--- src/rtl/mux_arb_n_if.sv ---
// mux_arb_n_if: bundles the N-channel request side and the single output side of mux_arb_n.
// slave is the arbiter's view; master is the view of the sources and sink that drive it.
interface mux_arb_n_if #(
    parameter int DATA_WIDTH = 32,
    parameter int NUM_CH     = 4
);
    localparam int SEL_WIDTH = (NUM_CH > 1) ? $clog2(NUM_CH) : 1;

    logic [NUM_CH*DATA_WIDTH-1:0] in_data;
    logic [NUM_CH-1:0]            in_valid;
    logic [NUM_CH-1:0]            in_ready;
    logic [DATA_WIDTH-1:0]        out_data;
    logic [SEL_WIDTH-1:0]         out_ch;
    logic                         out_valid;
    logic                         out_ready;

    modport master (
        output in_data, in_valid, out_ready,
        input  in_ready, out_data, out_ch, out_valid
    );

    modport slave (
        input  in_data, in_valid, out_ready,
        output in_ready, out_data, out_ch, out_valid
    );
endinterface

--- src/rtl/mux_arb_n.sv ---
// mux_arb_n: N-channel registered multiplexer with valid/ready handshake.
// One channel is granted per cycle and its word is captured, with its channel index,
// into a single output register. The default build arbitrates round-robin starting at
// the channel after the last winner.
// Build option: define MUX_ARB_FIXED_PRIO_EN for fixed priority (lowest valid index wins,
// no rotating pointer; channel 0 can starve the others).
module mux_arb_n #(
    parameter int DATA_WIDTH = 32,
    parameter int NUM_CH     = 4
) (
    input  logic       clk,
    input  logic       rst_n,
    mux_arb_n_if.slave bus
);
    localparam int SEL_WIDTH = (NUM_CH > 1) ? $clog2(NUM_CH) : 1;

    logic [DATA_WIDTH-1:0] out_data_q, out_data_d;
    logic [SEL_WIDTH-1:0]  out_ch_q, out_ch_d;
    logic                  out_valid_q, out_valid_d;
    logic [SEL_WIDTH-1:0]  start_ptr;
    logic [NUM_CH-1:0]     grant;
    logic [SEL_WIDTH-1:0]  grant_idx;
    logic                  grant_any;
    logic [DATA_WIDTH-1:0] grant_data;
    logic                  space;
    logic                  xfer;

`ifdef MUX_ARB_FIXED_PRIO_EN
    assign start_ptr = '0;
`else
    localparam logic [SEL_WIDTH-1:0] LAST_CH = SEL_WIDTH'(NUM_CH - 1);

    logic [SEL_WIDTH-1:0] ptr_q, ptr_d;

    assign start_ptr = ptr_q;

    // Pointer moves to the channel after the winner, wrapping at NUM_CH-1; idle holds it
    always_comb begin
        ptr_d = ptr_q;
        if (xfer) begin
            ptr_d = (grant_idx == LAST_CH) ? '0 : grant_idx + 1'b1;
        end
    end

    // Round-robin pointer register
    always_ff @(posedge clk) begin
        if (!rst_n) begin
            ptr_q <= '0;
        end else begin
            ptr_q <= ptr_d;
        end
    end
`endif

    // One-hot grant: first valid channel found searching upward from start_ptr, modulo NUM_CH
    always_comb begin
        int                   idx;
        logic [SEL_WIDTH-1:0] sel;
        grant     = '0;
        grant_idx = '0;
        grant_any = 1'b0;
        idx       = 0;
        sel       = '0;
        for (int k = 0; k < NUM_CH; k++) begin
            idx = int'(start_ptr) + k;
            if (idx >= NUM_CH) begin
                idx = idx - NUM_CH;
            end
            sel = SEL_WIDTH'(idx);
            if (!grant_any && bus.in_valid[sel]) begin
                grant_any  = 1'b1;
                grant[sel] = 1'b1;
                grant_idx  = sel;
            end
        end
    end

    // Word offered by the granted channel
    always_comb begin
        grant_data = '0;
        for (int i = 0; i < NUM_CH; i++) begin
            if (grant[i]) begin
                grant_data = bus.in_data[i*DATA_WIDTH +: DATA_WIDTH];
            end
        end
    end

    // The output register can take a word when empty or draining this cycle
    assign space        = ~out_valid_q | bus.out_ready;
    assign xfer         = grant_any & space & rst_n;
    assign bus.in_ready = grant & {NUM_CH{space & rst_n}};

    // Output register next state: load on transfer, clear valid on a pure drain, else hold
    always_comb begin
        out_data_d  = out_data_q;
        out_ch_d    = out_ch_q;
        out_valid_d = out_valid_q;
        if (xfer) begin
            out_data_d  = grant_data;
            out_ch_d    = grant_idx;
            out_valid_d = 1'b1;
        end else if (out_valid_q && bus.out_ready) begin
            out_valid_d = 1'b0;
        end
    end

    // Output register; reset discards any held word
    always_ff @(posedge clk) begin
        if (!rst_n) begin
            out_data_q  <= '0;
            out_ch_q    <= '0;
            out_valid_q <= 1'b0;
        end else begin
            out_data_q  <= out_data_d;
            out_ch_q    <= out_ch_d;
            out_valid_q <= out_valid_d;
        end
    end

    assign bus.out_data  = out_data_q;
    assign bus.out_ch    = out_ch_q;
    assign bus.out_valid = out_valid_q;
endmodule

--- src/flat_wrapper.sv ---
// flat-port wrapper written by rule: the top's interface ports become plain ports
module mux_arb_n_flat 
#(
    parameter int DATA_WIDTH = 32,
    parameter int NUM_CH     = 4
)
  (clk, rst_n, bus_in_data, bus_in_valid, bus_out_ready, bus_in_ready, bus_out_data, bus_out_ch, bus_out_valid);
  mux_arb_n_if #(.DATA_WIDTH(DATA_WIDTH), .NUM_CH(NUM_CH)) bus_i ();
  input  logic clk;
  input  logic rst_n;
  input wire logic [$bits(bus_i.in_data)-1:0] bus_in_data;
  input wire logic [$bits(bus_i.in_valid)-1:0] bus_in_valid;
  input wire logic [$bits(bus_i.out_ready)-1:0] bus_out_ready;
  output wire logic [$bits(bus_i.in_ready)-1:0] bus_in_ready;
  output wire logic [$bits(bus_i.out_data)-1:0] bus_out_data;
  output wire logic [$bits(bus_i.out_ch)-1:0] bus_out_ch;
  output wire logic [$bits(bus_i.out_valid)-1:0] bus_out_valid;
  assign bus_i.in_data = bus_in_data;
  assign bus_i.in_valid = bus_in_valid;
  assign bus_i.out_ready = bus_out_ready;
  assign bus_in_ready = bus_i.in_ready;
  assign bus_out_data = bus_i.out_data;
  assign bus_out_ch = bus_i.out_ch;
  assign bus_out_valid = bus_i.out_valid;
  mux_arb_n #(.DATA_WIDTH(DATA_WIDTH), .NUM_CH(NUM_CH)) u_core (.clk(clk), .rst_n(rst_n), .bus(bus_i));
endmodule
--- config.mk ---
export PLATFORM = sky130hd
export DESIGN_NAME = mux_arb_n_flat
export DESIGN_NICKNAME = d
export VERILOG_FILES = /design/src/rtl/mux_arb_n_if.sv /design/src/rtl/mux_arb_n.sv /design/src/flat_wrapper.sv
export SDC_FILE = /design/constraint.sdc
export NUM_CORES = 1
export LEC_CHECK = 0
export ABC_AREA = 0
export CORE_ASPECT_RATIO = 0.6
export CORE_MARGIN = 4
export CORE_UTILIZATION = 46
export CTS_CLUSTER_DIAMETER = 80
export DETAILED_ROUTE_END_ITERATION = 6
export GPL_ROUTABILITY_DRIVEN = 0
export HOLD_SLACK_MARGIN = 0.08
export PLACE_DENSITY = 0.95
export SYNTH_ARGS = -nofsm -noshare
export SYNTH_HDL_FRONTEND = slang
export SYNTH_SLANG_ARGS = --single-unit
--- constraint.sdc ---
create_clock -name clk -period 5.3 [get_ports clk]
set_clock_uncertainty 0.2 [all_clocks]
set_input_delay 0.795 -clock clk [delete_from_list [all_inputs] [get_ports clk]]
set_output_delay 0.795 -clock clk [all_outputs]
set_load 0.005 [all_outputs]
==> flow_summary.yaml <==
timing:
  tightestPinTransition_ps: 1220
  finalCriticalPeriod_ps: 4720
  rsz0062_at_grt: "no"
  fin_setup_tns_ps: 0
  setup_viol_count_final: 0
  relSlewSlack_pct: 18.8
  hold_viol_final: 0
  max_clock_freq_ghz: 0.212
  drv_slew: 0
  period_share_pct: 89.1
placed_design:
  hpwl_um: 9780
  port_buffers: 173
power:
  p_per_area_nw_per_um2: 646
  vdd_drop_max_v: 0.000396
  p_leak_nw: 1.75
routing:
  dr.pass1.iters: 5
  ant_nets: 0
  via_count: 3939
  via_per_inst: 6.38
  wire_per_inst_um: 22.2
  drt_iter0_drc: 352
  routed_wirelength_um: 13700
  drc: 0
clocking:
  insertion_delay_ps: 280
  clock-root-buffer: "clkbuf_16"
  ctsResizeCount: 0
  numCtsBuffers: 5
  cts_tree: "built"
  cts.clk_slew.worst_paths_ps: 60
  holdBufCountCts: 0
  cts_max_level: 2
  cts_sinks: 37
  clockBufferDepth: 2
  cts_setup_buffers: 0
worst_setup_path:
  cpMaxStageDelayCell: "dfxtp_1"
  required_ps: 4300
  rrSetupSlack_ps: 1010
  crit_cells: 8
  cp-start-kind: "flip-flop"
  crit_type: "flip-flop to primary output"
  reg2regPathDepth: 9
  max_stage_delay_ps: 710
  crit_family: "simple AND/OR/NAND/NOR gates"
  path_max_fanout: 16
  crit_chain: "inv_1, ha_1, or3b_4, a2111oi_4, or2_1, a221o_2, and2_1, clkdlybuf4s50_1"
  crit_path_end_kind: "primary output"
  arrival_ps: 3720
  path_buf_inv: 2
synthesis:
  synth_top_flop_cell: "dfxtp_1"
  synth_nets: 499
  synth_edf_count: 0
  yosysWarnings: 0
  synthCells: 358
  syn_area_um2: 3780
  synth.avg_cell_area_um2: 10.6
  ys_seq_area_share_pct: 19.6
  ys_ff_latch: 37
  yosysUniqueCellTypes: 51
  async_reset_ff_share_pct: 0
grt:
  antenna_found_initial: 0
  grt_pass1_wl_um: 21500
  track_usage_pct: 26.6
  grt_overflow: 0
  grt_pass1_vias: 4078
  grt_max_degree: 42
hold_path:
  holdCritPathClass: "flip-flop to flip-flop"
  whs_path_depth: 2
finish:
  layout.nets: 649
  syn2layout_area_growth_pct: 50.0
  drive_gt1_share_pct: 19.6
  fin_util_pct: 71.3
  n_antenna_cell: 0
flow_run:
  max_cap_violations: 0
status:
  status: "complete, no violations"
floorplan:
  core_um2: 7950
  dieHeight_um: 78.2
  dieArea_um2: 9770
  initial_core_util_pct: 47.5
  num_io_pins: 174
  dieWidth_um: 125
  num_rows: 25
-- layer usage --
metal / global-route usage [%] / wire length (um)
met5: 0 / 0
met4: 7.90 / 264
met3: 9.31 / 1500
met2: 44.1 / 6440
met1: 32.9 / 5520
-- tightest hold or removal path, delay by kind of cell (launching register included) --
family	cells	cell delay [ps]
flops	1	320
compound gates	1	70
simple gates	1	50
-- registers in the layout, indices dropped and copies added (netlist names), named ones only --
| signal | count |
|---|---|
| u_core.bus.out_data | 32 |
| u_core.bus.out_valid | 1 |
| u_core.ptr_q | 1 |
| u_core.bus.out_ch | 2 |
-- layout by cell type (no fill, tap or decap), types with 2 or more instances in the layout --
| cell | instances |
|---|---|
| nand3_1 | 33 |
| a211oi_2 | 30 |
| a211oi_1 | 2 |
| mux4_2 | 3 |
| or3b_2 | 3 |
| a2111oi_4 | 31 |
| ha_1 | 6 |
| nor2b_1 | 3 |
| a21oi_1 | 6 |
| buf_4 | 11 |
| nor2_1 | 3 |
| clkdlybuf4s50_1 | 173 |
| o21ai_0 | 3 |
| clkbuf_16 | 5 |
| mux2i_1 | 2 |
| nor4_1 | 33 |
| and2_1 | 34 |
| nand2b_1 | 2 |
| inv_1 | 6 |
| or3_1 | 2 |
| nor2_2 | 2 |
| dfxtp_1 | 37 |
| o221ai_1 | 33 |
| nand2_1 | 12 |
| nand3b_1 | 3 |
| a21boi_0 | 2 |
| a2111oi_0 | 2 |
-- through the flow --
step | power [mW] | std cells | hold slack, ps | setup slack, ps | area, um^2
6_report | 3.66 | 617 | 293 | 580 | 5670
2_1_floorplan | 2.66 | 358 | 260 | 1620 | 3780
4_1_cts | 3.64 | 617 | 297 | 629 | 5670
3_3_place_gp | 3.24 | 609 | 266 | 978 | 5520
5_1_grt | 3.85 | 617 | 311 | 414 | 5670
3_5_place_dp | 3.33 | 609 | 288 | 923 | 5520
-- layout make-up --
cell class	count	area (um^2)
Multi-Input combinational cell	273	2790
Clock inverter	3	21.3
Sequential cell	37	741
Timing Repair Buffer	185	1830
Tap cell	108	135
Clock buffer	5	125
Fill cell	587	2280
Inverter	6	22.5
-- synth_stat cells, types with 2 or more instances --
| cell type | count | area share (%) |
|---|---|---|
| ha_1 | 6 | 2.0 |
| nor4_1 | 33 | 5.5 |
| o21ai_0 | 3 | 0.40 |
| a2111oi_4 | 31 | 23 |
| a221o_2 | 2 | 0.60 |
| buf_4 | 5 | 0.99 |
| dfxtp_1 | 37 | 20 |
| buf_2 | 18 | 2.4 |
| nand3_1 | 33 | 4.4 |
| or3_1 | 2 | 0.33 |
| a2111oi_0 | 2 | 0.46 |
| o221ai_1 | 33 | 7.7 |
| a211oi_2 | 30 | 9.9 |
| nand2b_1 | 2 | 0.33 |
| a21oi_1 | 6 | 0.79 |
| mux2i_1 | 2 | 0.53 |
| nor2_1 | 4 | 0.40 |
| nor2b_1 | 3 | 0.50 |
| mux4_2 | 3 | 1.8 |
| clkbuf_1 | 11 | 1.1 |
| and2_1 | 34 | 5.6 |
| or3b_2 | 3 | 0.70 |
| a21boi_0 | 2 | 0.40 |
| nand3b_1 | 3 | 0.60 |
| a211oi_1 | 2 | 0.40 |
| inv_1 | 6 | 0.60 |
| nand2_1 | 12 | 1.2 |
| buf_6 | 7 | 2.1 |
-- final timing paths --
kind                                          start                              endpoint
setup / recovery                          flip-flop                       bus_in_ready[0]
hold / removal    u_core.bus.out_ch[1]$_SDFFE_PN0P_     u_core.bus.out_ch[1]$_SDFFE_PN0P_
setup reg to reg                          flip-flop  u_core.bus.out_data[19]$_SDFFE_PN0P_
hold reg to reg   u_core.bus.out_ch[1]$_SDFFE_PN0P_     u_core.bus.out_ch[1]$_SDFFE_PN0P_
-- where the power goes --
group	switching, mW	total (mW)	internal (mW)
registers	0.117	0.515	0.398
clock network	0.126	0.302	0.175
logic	1.49	2.84	1.35
total	1.73	3.66	1.93
-- kinds of logic (layout without fill, tap and decap cells) --
kind of cell    count (synthesis)  after routing  share of synthesized area (%)
compound gates                126            126                           47.5
xor+xnor                        1              1                          0.232
fa+ha+maj                       6              6                           1.99
buf+inv                        48            199                           7.25
flops                          37             37                           19.6
mux                             5              5                           2.32
simple gates                  135            135                           21.1
Power figures use the tool's default switching activity.
